$ cat config.mk
export PLATFORM = sky130hd
export DESIGN_NAME = glb_intr_start_ctrl
export DESIGN_NICKNAME = d
export VERILOG_FILES = /design/src/rtl/global_buffer_param.sv /design/src/rtl/glb_isr_bank.sv /design/src/rtl/glb_intr_start_ctrl.sv
export SDC_FILE = /design/constraint.sdc
export NUM_CORES = 1
export LEC_CHECK = 0
export CORE_MARGIN = 5
export CORE_UTILIZATION = 46
export CTS_BUF_LIST = sky130_fd_sc_hd__clkbuf_8 sky130_fd_sc_hd__clkbuf_16
export DETAILED_ROUTE_END_ITERATION = 12
export PLACE_DENSITY = 0.8
export RECOVER_POWER = 25
export SLEW_MARGIN = 20
export SYNTH_ARGS = -nofsm -noshare
export SYNTH_HDL_FRONTEND = slang
export SYNTH_SLANG_ARGS = --single-unit
export TNS_END_PERCENT = 50
$ cat constraint.sdc
create_clock -name clk -period 4.7 [get_ports clk]
set_input_delay 0.47 -clock clk [delete_from_list [all_inputs] [get_ports clk]]
set_output_delay 0.47 -clock clk [all_outputs]
set_load 0.03 [all_outputs]
$ cat src/rtl/global_buffer_param.sv
// Shared global-buffer parameters: tile count, register port widths and register indices.
package global_buffer_param;

  localparam int unsigned NUM_GLB_TILES  = 16;
  localparam int unsigned CFG_ADDR_WIDTH = 8;
  localparam int unsigned CFG_DATA_WIDTH = 32;

  // Word index is taken from byte-address bits [4:2].
  localparam int unsigned REG_IDX_LSB   = 2;
  localparam int unsigned REG_IDX_WIDTH = 3;

  // IER bit positions.
  localparam int unsigned IER_F2G  = 0;
  localparam int unsigned IER_G2F  = 1;
  localparam int unsigned IER_PCFG = 2;
  localparam int unsigned IER_WIDTH = 3;

  typedef enum logic [REG_IDX_WIDTH-1:0] {
    REG_STRM_START = 3'd0,
    REG_PC_START   = 3'd1,
    REG_IER        = 3'd2,
    REG_F2G_ISR    = 3'd3,
    REG_G2F_ISR    = 3'd4,
    REG_PCFG_ISR   = 3'd5,
    REG_PC_BUSY    = 3'd6,
    REG_UNMAPPED   = 3'd7
  } reg_idx_e;

  // Zero-extend a per-tile vector to register data width.
  function automatic logic [CFG_DATA_WIDTH-1:0] tiles_to_data(input logic [NUM_GLB_TILES-1:0] t);
    return CFG_DATA_WIDTH'(t);
  endfunction

endpackage

$ cat src/rtl/glb_isr_bank.sv
// Per-tile interrupt status register: bits set on a pulse, cleared by write-1-to-clear.
// A set and a clear on the same bit in the same cycle leaves the bit set.
// Ports:
//   clk, reset     clock, asynchronous active-high reset
//   set_bits       per-tile interrupt pulses
//   clr_bits       per-tile W1C mask (already qualified by the register write decode)
//   status         registered status bits
module glb_isr_bank
  import global_buffer_param::*;
(
  input  logic                     clk,
  input  logic                     reset,
  input  logic [NUM_GLB_TILES-1:0] set_bits,
  input  logic [NUM_GLB_TILES-1:0] clr_bits,
  output logic [NUM_GLB_TILES-1:0] status
);

  always_ff @(posedge clk or posedge reset) begin
    if (reset) begin
      status <= '0;
    end else begin
      status <= (status & ~clr_bits) | set_bits;
    end
  end

endmodule

$ cat src/rtl/glb_intr_start_ctrl.sv
// Global-buffer control stage: decodes host register writes into per-tile stream and
// parallel-config start pulses, tracks per-tile pc busy, collects tile done pulses into
// W1C status registers and drives one maskable level interrupt.
// Ports:
//   clk, reset                 clock, asynchronous active-high reset
//   cfg_wr_en / cfg_rd_en      register write / read strobes
//   cfg_addr, cfg_wr_data      byte address (bits [4:2] decode) and write data
//   cfg_rd_data(_valid)        registered read data, valid for one cycle after cfg_rd_en
//   strm_start_pulse           1-cycle per-tile stream start
//   pc_start_pulse             1-cycle per-tile parallel-config start (busy tiles dropped)
//   *_interrupt_pulse          per-tile done pulses from the tiles
//   interrupt                  registered level interrupt to the host
module glb_intr_start_ctrl
  import global_buffer_param::*;
(
  input  logic                      clk,
  input  logic                      reset,
  input  logic                      cfg_wr_en,
  input  logic                      cfg_rd_en,
  input  logic [CFG_ADDR_WIDTH-1:0] cfg_addr,
  input  logic [CFG_DATA_WIDTH-1:0] cfg_wr_data,
  output logic [CFG_DATA_WIDTH-1:0] cfg_rd_data,
  output logic                      cfg_rd_data_valid,
  output logic [NUM_GLB_TILES-1:0]  strm_start_pulse,
  output logic [NUM_GLB_TILES-1:0]  pc_start_pulse,
  input  logic [NUM_GLB_TILES-1:0]  strm_f2g_interrupt_pulse,
  input  logic [NUM_GLB_TILES-1:0]  strm_g2f_interrupt_pulse,
  input  logic [NUM_GLB_TILES-1:0]  pcfg_g2f_interrupt_pulse,
  output logic                      interrupt
);

  reg_idx_e                 reg_idx_c;
  logic [NUM_GLB_TILES-1:0] wr_tiles_c;

  logic [NUM_GLB_TILES-1:0] strm_start_c;
  logic [NUM_GLB_TILES-1:0] pc_start_c;
  logic                     ier_we_c;
  logic [NUM_GLB_TILES-1:0] f2g_clr_c;
  logic [NUM_GLB_TILES-1:0] g2f_clr_c;
  logic [NUM_GLB_TILES-1:0] pcfg_clr_c;
  logic [CFG_DATA_WIDTH-1:0] rd_mux_c;

  logic [NUM_GLB_TILES-1:0] pc_busy;
  logic [IER_WIDTH-1:0]     ier;
  logic [NUM_GLB_TILES-1:0] f2g_isr;
  logic [NUM_GLB_TILES-1:0] g2f_isr;
  logic [NUM_GLB_TILES-1:0] pcfg_isr;

  // Address bits outside [4:2] and data bits above the tile range carry no meaning.
  logic unused_cfg_bits;
  assign unused_cfg_bits = ^{cfg_addr[CFG_ADDR_WIDTH-1:REG_IDX_LSB+REG_IDX_WIDTH],
                             cfg_addr[REG_IDX_LSB-1:0],
                             cfg_wr_data[CFG_DATA_WIDTH-1:NUM_GLB_TILES]};

  assign reg_idx_c  = reg_idx_e'(cfg_addr[REG_IDX_LSB +: REG_IDX_WIDTH]);
  assign wr_tiles_c = cfg_wr_data[NUM_GLB_TILES-1:0];

  // Write decode: start masks, IER enable and W1C masks for the status banks.
  always_comb begin
    strm_start_c = '0;
    pc_start_c   = '0;
    ier_we_c     = 1'b0;
    f2g_clr_c    = '0;
    g2f_clr_c    = '0;
    pcfg_clr_c   = '0;
    if (cfg_wr_en) begin
      case (reg_idx_c)
        REG_STRM_START: strm_start_c = wr_tiles_c;
        // Busy tiles are dropped using the busy state before this write.
        REG_PC_START:   pc_start_c   = wr_tiles_c & ~pc_busy;
        REG_IER:        ier_we_c     = 1'b1;
        REG_F2G_ISR:    f2g_clr_c    = wr_tiles_c;
        REG_G2F_ISR:    g2f_clr_c    = wr_tiles_c;
        REG_PCFG_ISR:   pcfg_clr_c   = wr_tiles_c;
        default:        ;
      endcase
    end
  end

  // Read mux over current (pre-write) register values.
  always_comb begin
    rd_mux_c = '0;
    case (reg_idx_c)
      REG_IER:      rd_mux_c = CFG_DATA_WIDTH'(ier);
      REG_F2G_ISR:  rd_mux_c = tiles_to_data(f2g_isr);
      REG_G2F_ISR:  rd_mux_c = tiles_to_data(g2f_isr);
      REG_PCFG_ISR: rd_mux_c = tiles_to_data(pcfg_isr);
      REG_PC_BUSY:  rd_mux_c = tiles_to_data(pc_busy);
      default:      rd_mux_c = '0;
    endcase
  end

  // Start pulses, busy tracking (start wins over pcfg done), IER, interrupt and read port.
  always_ff @(posedge clk or posedge reset) begin
    if (reset) begin
      strm_start_pulse  <= '0;
      pc_start_pulse    <= '0;
      pc_busy           <= '0;
      ier               <= '0;
      interrupt         <= 1'b0;
      cfg_rd_data       <= '0;
      cfg_rd_data_valid <= 1'b0;
    end else begin
      strm_start_pulse  <= strm_start_c;
      pc_start_pulse    <= pc_start_c;
      pc_busy           <= (pc_busy & ~pcfg_g2f_interrupt_pulse) | pc_start_c;
      if (ier_we_c) begin
        ier <= cfg_wr_data[IER_WIDTH-1:0];
      end
      interrupt         <= ((|f2g_isr)  & ier[IER_F2G])
                         | ((|g2f_isr)  & ier[IER_G2F])
                         | ((|pcfg_isr) & ier[IER_PCFG]);
      cfg_rd_data       <= cfg_rd_en ? rd_mux_c : '0;
      cfg_rd_data_valid <= cfg_rd_en;
    end
  end

  glb_isr_bank u_f2g_isr (
    .clk      (clk),
    .reset    (reset),
    .set_bits (strm_f2g_interrupt_pulse),
    .clr_bits (f2g_clr_c),
    .status   (f2g_isr)
  );

  glb_isr_bank u_g2f_isr (
    .clk      (clk),
    .reset    (reset),
    .set_bits (strm_g2f_interrupt_pulse),
    .clr_bits (g2f_clr_c),
    .status   (g2f_isr)
  );

  glb_isr_bank u_pcfg_isr (
    .clk      (clk),
    .reset    (reset),
    .set_bits (pcfg_g2f_interrupt_pulse),
    .clr_bits (pcfg_clr_c),
    .status   (pcfg_isr)
  );

endmodule

; Yosys cells after proc, flatten, opt, wreduce, memory -nomap -nowiden
; Cells that the tools add are included.
[word_totals]
regBits = 133
word_cells = 53
[classes]
n_eq_ne = 6
n_mux = 14
bitwise_logic = 19
reduce_logical = 4
[op_table]
columns = op, n
row1 = $mux 16, 10
row2 = $and 16x16->16, 5
row3 = $not 16->16, 5
row4 = $pmux 16 s5, 1
row5 = $or 16x16->16, 4
row6 = $reduce_or 16->1, 3
row7 = $mux 32, 1
row8 = $eq 3x3->1 const B, 3
row9 = $eq 3x2->1 const B, 2
row10 = $and 1x1->1, 3
row11 = $eq 3x1->1 const B, 1
row12 = $logic_not 3->1, 1
row13 = $mux 1, 2
row14 = $or 1x1->1, 2

; Logic depth before layout (Yosys ltp)
; Gate-level depths: netlist (run 1).
[depth]
word_depth = 6
depth_mapped = 6
mapped_depth_nobuf = 3

; Hierarchy
; From an unflattened synthesis (run 1), not the netlist that was laid out.
[hier_totals]
cells_unflattened = 474
hier_area_um2 = 5167.5
[by_module_without_submodules]
columns = module, instances, cells_each, area_each_um2, seq_area_each_um2
row1 = glb_intr_start_ctrl, 1, 327, 3414.5, 1726.7
row2 = glb_isr_bank, 3, 49, 584.3, 400.4

; Worst setup path before layout (run 1)
; Ideal clock, no wire load.
[synth_timing]
path_type = input to register
start = input port cfg_addr[2]
end = register u_g2f_isr.status[5]
arrival_ns = 1.397
setup_slack_ns = 3.181
cell_stages = 5
n_path_buf = 2
cell_sequence = buf_2 or3b_1 buf_2 o21ai_0 nand2b_1
[synth_between]
elab_chain_len = 6
[synth_rtl]
columns = element, line
row1 = "start, declared", glb_intr_start_ctrl.sv:20  ; input logic [CFG_ADDR_WIDTH-1:0] cfg_addr,
row2 = $eq 3x3->1, glb_intr_start_ctrl.sv:67  ; case (reg_idx_c)
row3 = $mux 16, glb_intr_start_ctrl.sv:67
row4 = $mux 16, glb_intr_start_ctrl.sv:66  ; if (cfg_wr_en) begin
row5 = $not 16->16, glb_isr_bank.sv:22  ; status <= (status & ~clr_bits) | set_bits;
row6 = $and 16x16->16, glb_isr_bank.sv:22
row7 = $or 16x16->16, glb_isr_bank.sv:22
row8 = "end signal, assigned", glb_isr_bank.sv:22
row9 = "end, declared", glb_isr_bank.sv:15  ; output logic [NUM_GLB_TILES-1:0] status
; No other way between the ends.
; A chain may end at the register's enable or synchronous reset.

; Final worst setup path (run 1)
[layout_timing]
start = input port cfg_addr[2]
end = register pc_busy[11]
[layout_between]
elab_chain_len = 4
[layout_rtl]
columns = element, line
row1 = $eq 3x1->1, glb_intr_start_ctrl.sv:67
row2 = $mux 16, glb_intr_start_ctrl.sv:67
row3 = $mux 16, glb_intr_start_ctrl.sv:66
row4 = via pc_start_c[11], glb_intr_start_ctrl.sv:36  ; logic [NUM_GLB_TILES-1:0] pc_start_c;
row5 = $or 16x16->16, glb_intr_start_ctrl.sv:106  ; pc_busy <= (pc_busy & ~pcfg_g2f_interrupt_pulse) | pc_start_c;
row6 = "end signal, assigned", glb_intr_start_ctrl.sv:106
row7 = "end, declared", glb_intr_start_ctrl.sv:43  ; logic [NUM_GLB_TILES-1:0] pc_busy;
; The timed path passes the listed nets, and every way through them passes these cells.

==> impl_metrics.py, run 1 <==
metrics = {
    "power_and_ir_drop": {
        "cellLeakagePower_uw": 0.00282,
        "cellPowerDensity_mw_per_mm2": 400,
        "vdd_drop_max_v": 0.000184,
    },
    "clock_network": {
        "numCtsBuffers": 17,
        "cts_hold_buf": 0,
        "cts_root_buffer": "clkbuf_8",
        "cts.sinks": 117,
        "max-clock-path-buffers": 2,
        "cts-htree-levels": 4,
        "clk_latency_ns": 0.51,
        "cts_resized": 0,
        "cts_setup_buffers": 0,
        "cts_tree": "yes",
        "clkTransAtPathRegs_ns": 0.06,
    },
    "timing": {
        "hold_viol": 0,
        "finalCriticalPeriod_ns": 2.32,
        "timing.fmax_mhz": 431,
        "report.final.slew_viol_count": 0,
        "finalSetupViolCount": 0,
        "worstMarginPinSlew_ns": 0.966,
        "rsz0062_at_grt": "no",
        "skew_ns": 0.00687,
        "relSlewSlack": 0.354,
        "tns_ns": 0,
        "post-route-period-util": 0.494,
    },
    "min_path": {
        "hold_class": "reg2reg",
    },
    "yosys": {
        "ys_types": 32,
        "synth_area_leaders": "dfrtp_1, o21ai_0, a22oi_1",
        "yosysWarnings": 0,
        "netlist_area_mm2": 0.00482,
        "synth_seq_cells": 117,
        "ys_seq_area_frac": 0.607,
        "netlist.area_leader.share": 0.607,
        "synth_area_per_cell_um2": 11.4,
        "synth_top_area_cell": "dfrtp_1",
        "synthesis.instances": 422,
    },
    "route": {
        "drtPass1Iterations": 5,
        "drc": 0,
        "drt_iter0_markers": 323,
        "vias": 3841,
        "avgViaCountPerCell": 5.56,
        "wl_per_cell_um": 19.6,
        "antenna_left": 0,
        "wl_um": 13500,
    },
    "cells_and_area": {
        "fin_util": 0.648,
        "layout-drive-gt1-share": 0.0919,
        "diodes": 0,
        "layout.nets": 635,
        "area_growth_pct": 38.0,
    },
    "floorplanning": {
        "die_area_mm2": 0.0126,
        "die_height_um": 112,
        "die_x_um": 112,
        "rows": 37,
        "io_pins": 158,
        "coreArea_mm2": 0.0103,
        "start_util": 0.469,
    },
    "worst_setup_path": {
        "crit_path_end_kind": "flip-flop",
        "cp_max_fo": 21,
        "critPathArrivalTime_ns": 2.77,
        "cp.required_ns": 5.15,
        "start_kind": "primary input",
        "path_class": "in2reg",
    },
    "global_routing": {
        "overflow": 0,
        "grt_antenna_before_repair": 0,
        "track_usage": 0.220,
        "grt_pass1_vias": 4103,
        "grt_start_max_net_pins": 90,
        "grt_pass1_wl_um": 21700,
    },
    "placement": {
        "place_congestion": 0.871,
        "place_hpwl_um": 9130,
        "io_buffers": 120,
    },
    "run_status": {
        "status": "finished clean",
    },
    "flow_run": {
        "max-cap-violations": 0,
    },
}
==> power by group <==
| group | switching (µW) | internal, µW | leakage (µW) |
|---|---|---|---|
| clock | 436 | 893 | 0.000305 |
| sequential | 24.1 | 1040 | 0.00137 |
| combinational | 154 | 114 | 0.00115 |
==> cell usage after synthesis (all sizes together) <==
cell and count:
a21o 16, dfrtp 117, nor3 17, nor2b 1, clkbuf 6, conb 1, inv 18, nor4 12
nor2 16, or3b 2, a21oi 16, a41oi 1, o21ai 51, a22oi 29, nand4 2, nand2 33
and3b 9, o211ai 1, mux2 6, or3 1, nand3b 2, buf 29, nor3b 2, nand2b 32
a221o 1, nand3 1
==> routing by layer <==
metal	part of all wire	vias to the layer above	GRT usage	routed length, µm
li1	-	1679	-	-
met1	0.37	1896	0.268	5060
met2	0.52	228	0.375	7070
met3	0.073	38	0.0507	986
met4	0.032	0	0.0938	427
met5	0	-	0	0
==> placed cells by master (no fill, tap or decap), types with 12 or more instances in the layout <==
master,instances
a21o_1,16
o21ai_0,51
a21oi_1,16
inv_1,19
clkdlybuf4s50_1,118
nor2_1,16
conb_1,16
a22oi_1,29
dfrtp_1,117
nand2_1,33
clkbuf_16,16
nand2b_1,32
nor4_1,12
==> area by class of cell <==
type                    instances  area (µm²)
well taps                     136         170
multi-input cells             267        1660
clock inverters                11         158
repair buffers                122        1220
clock buffers                  20         455
flip-flops and latches        117        2930
fillers                       762        3620
inverters                      18        72.6
==> registers in the layout (all words and copies together) (netlist names) <==
name and cells:
cfg_rd_data 16, pc_busy 16, pc_start_pulse 16, strm_start_pulse 16, u_f2g_isr.status 16, u_g2f_isr.status 16
u_pcfg_isr.status 16, ier 3, cfg_rd_data_valid 1, interrupt 1
==> critical path: stages <==
cell and delay, ns:
clkdlybuf4s50_1 0.93, or3b_1 0.71, buf_4 0.34, nor3_4 0.18, a21o_1 0.13
==> cells by family (layout without fill, tap and decap cells) <==
logic type      Yosys count  count (layout)  share of synthesized area
other cells               1              16                   0.000777
buf+inv                  53             171                     0.0615
mux                       6               6                     0.0140
simple gates            130             130                      0.171
flops                   117             117                      0.607
compound gates          115             115                      0.146
==> path summary, 6_finish.rpt <==
kind / startpoint / end / slack [ns] / cells past startpoint
worst max-delay path: cfg_addr[2] / pc_busy[11] / 2.38 / 5
worst min-delay path: pc_busy[1] / pc_start_pulse[1] / 0.48 / 1
worst max register to register: u_pcfg_isr.status[6] / interrupt / 3.21 / 3
worst min register to register: pc_busy[1] / pc_start_pulse[1] / 0.48 / 1
max in group asynchronous: reset / ier[2] / 3.18 / 3
min in group asynchronous: reset / cfg_rd_data[14] / 0.60 / 2
==> stage by stage <==
stage / instance area (µm²) / std cells / setup slack, ns / power (µW) / hold WS, ns
after floorplan: 4880 / 437 / 1.13 / 1230 / 0.441
after global placement: 6040 / 660 / 2.01 / 1340 / 0.459
after detailed placement: 6040 / 660 / 1.92 / 1350 / 0.469
after CTS: 6650 / 691 / 2.40 / 2670 / 0.460
after global routing: 6660 / 691 / 2.28 / 2750 / 0.509
final: 6660 / 691 / 2.38 / 2660 / 0.481
(Power assumes the default switching activity.)
==> run 2, diff against run 1 <==
==> constraint.sdc (replaced) <==
create_clock -name clk -period 2.2 [get_ports clk]
set_input_delay 0.22 -clock clk [delete_from_list [all_inputs] [get_ports clk]]
set_output_delay 0.22 -clock clk [all_outputs]
set_load 0.03 [all_outputs]
==> run 2 against run 1 <==
Compared with the run above:
- the flow now finishes with violations (max-capacitance violations, max-slew violations)
- setup slack got worse by 2.0 ns
- routed wire length grew 1.5%
- final area increased by 1.7%
- hold slack lost 0.24 ns
- critical path type is now reg2out
- largest cell class unchanged
- highest routed layer unchanged
==> impl_metrics.py, run 2 (same netlist as run 1, synthesis figures left out) <==
metrics = {
    "cells_and_area": {
        "design_area_mm2": 0.00677,
        "fin_cells": 704,
        "layout.nets": 648,
        "fin_util": 0.659,
        "final_common_cell": "clkdlybuf4s50_1",
        "area_growth_pct": 40.4,
        "diodes": 0,
        "layout-drive-gt1-share": 0.113,
        "layout_common_cells": "clkdlybuf4s50_1, dfrtp_1, o21ai_0",
    },
    "clock_network": {
        "clk_latency_ns": 0.53,
        "clkTransAtPathRegs_ns": 0.06,
        "cts_resized": 0,
        "max-clock-path-buffers": 2,
        "cts_hold_buf": 0,
        "cts_setup_buffers": 0,
        "cts_tree": "yes",
        "cts-htree-levels": 4,
        "cts.sinks": 117,
        "numCtsBuffers": 17,
        "cts_root_buffer": "clkbuf_8",
    },
    "worst_setup_path": {
        "crit_family": "buffers and inverters",
        "cp_slowest_stage_delay_ns": 0.69,
        "crit_chain": "clkdlybuf4s50_1",
        "worst-path-buf-inv": 1,
        "path_class": "reg2out",
        "start_kind": "flip-flop",
        "cp.required_ns": 1.98,
        "crit_slowest_cell": "clkdlybuf4s50_1",
        "crit_path_end_kind": "output pin",
        "critPathArrivalTime_ns": 1.58,
        "cp_max_fo": 1,
    },
    "floorplanning": {
        "io_pins": 158,
        "die_x_um": 112,
        "rows": 37,
        "die_area_mm2": 0.0126,
        "start_util": 0.469,
        "die_height_um": 112,
        "coreArea_mm2": 0.0103,
    },
    "power_and_ir_drop": {
        "cellLeakagePower_uw": 0.00289,
        "cellPowerDensity_mw_per_mm2": 853,
        "vdd_drop_max_v": 0.000397,
        "power_uw": 5780,
    },
    "flow_run": {
        "max-cap-violations": 1,
    },
    "route": {
        "drc": 0,
        "antenna_left": 0,
        "avgViaCountPerCell": 5.55,
        "wl_per_cell_um": 19.5,
        "drtPass1Iterations": 7,
        "vias": 3905,
        "drt_iter0_markers": 314,
        "wl_um": 13800,
    },
    "global_routing": {
        "overflow": 0,
        "track_usage": 0.222,
        "grt_antenna_before_repair": 0,
        "grt_pass1_vias": 4043,
        "grt_pass1_wl_um": 21400,
        "grt_start_max_net_pins": 118,
    },
    "timing": {
        "hold_viol": 0,
        "report.final.slew_viol_count": 118,
        "worstMarginPinSlew_ns": 1.54,
        "timing.fmax_mhz": 556,
        "relSlewSlack": -0.0261,
        "finalSetupViolCount": 0,
        "tns_ns": 0,
        "rsz0062_at_grt": "no",
        "finalCriticalPeriod_ns": 1.80,
        "skew_ns": 0.00811,
        "post-route-period-util": 0.818,
    },
    "run_status": {
        "status": "finished with violations",
        "violations": "max-capacitance violations, max-slew violations",
    },
    "min_path": {
        "hold_class": "in2reg",
    },
    "placement": {
        "io_buffers": 120,
        "place_congestion": 0.873,
        "dpl_cell_area_mm2": 0.00615,
        "dp_cells": 673,
        "place_hpwl_um": 9470,
    },
}
[run 2: changes by cell type in the layout (fill, tap and decap cells not counted), sizes merged]
cell           delta
buf              +12
clkbuf            +3
clkdlybuf4s50     +1
clkinvlp          -1
dlygate4sd3       -1
inv               -1
[run 2: final cells by class]
class	instances	area [µm²]
fillers	758	3510
clock inverters	9	150
multi-input cells	267	1660
clock buffers	22	483
inverters	18	71.3
repair buffers	135	1310
flip-flops and latches	117	2930
well taps	136	170
[run 2: where the power goes]
group	leakage (µW)	internal (µW)	total, µW	switching, µW
Clock	0.000320	1980	2910	934
Sequential	0.00137	2230	2280	51.7
Combinational	0.00121	256	589	333
Total	0.00289	4460	5780	1320
[run 2: final timing paths]
kind / from / endpoint / slack, ns / depth (start not counted)
max: interrupt / interrupt / 0.40 / 1
min: pcfg_g2f_interrupt_pulse[9] / u_pcfg_isr.status[9] / 0.24 / 3
max reg2reg: u_g2f_isr.status[2] / interrupt / 0.78 / 3
min reg2reg: pc_busy[2] / pc_start_pulse[2] / 0.48 / 1
max in group asynchronous: reset / u_f2g_isr.status[4] / 0.62 / 3
min in group asynchronous: reset / cfg_rd_data[14] / 0.61 / 3
[run 2: through the flow]
step	setup WS, ns	hold WS [ns]
2_1_floorplan	0.553	0.251
3_3_place_gp	0.210	0.467
3_5_place_dp	0.126	0.480
4_1_cts	0.395	0.219
5_1_grt	0.302	0.228
6_report	0.400	0.240
[run 2: worst min-delay path, cell delays in order]
cell and delay, ns:
clkdlybuf4s50_1 0.39, inv_1 0.07, nand2_1 0.05
[run 2: routing by layer]
| metal | GRT usage | part of all wire | vias up |
|---|---|---|---|
| met5 | 0 | 0 | - |
| met2 | 0.370 | 0.51 | 224 |
| met4 | 0.113 | 0.037 | 0 |
| li1 | - | - | 1716 |
| met3 | 0.0712 | 0.083 | 54 |
| met1 | 0.258 | 0.37 | 1911 |
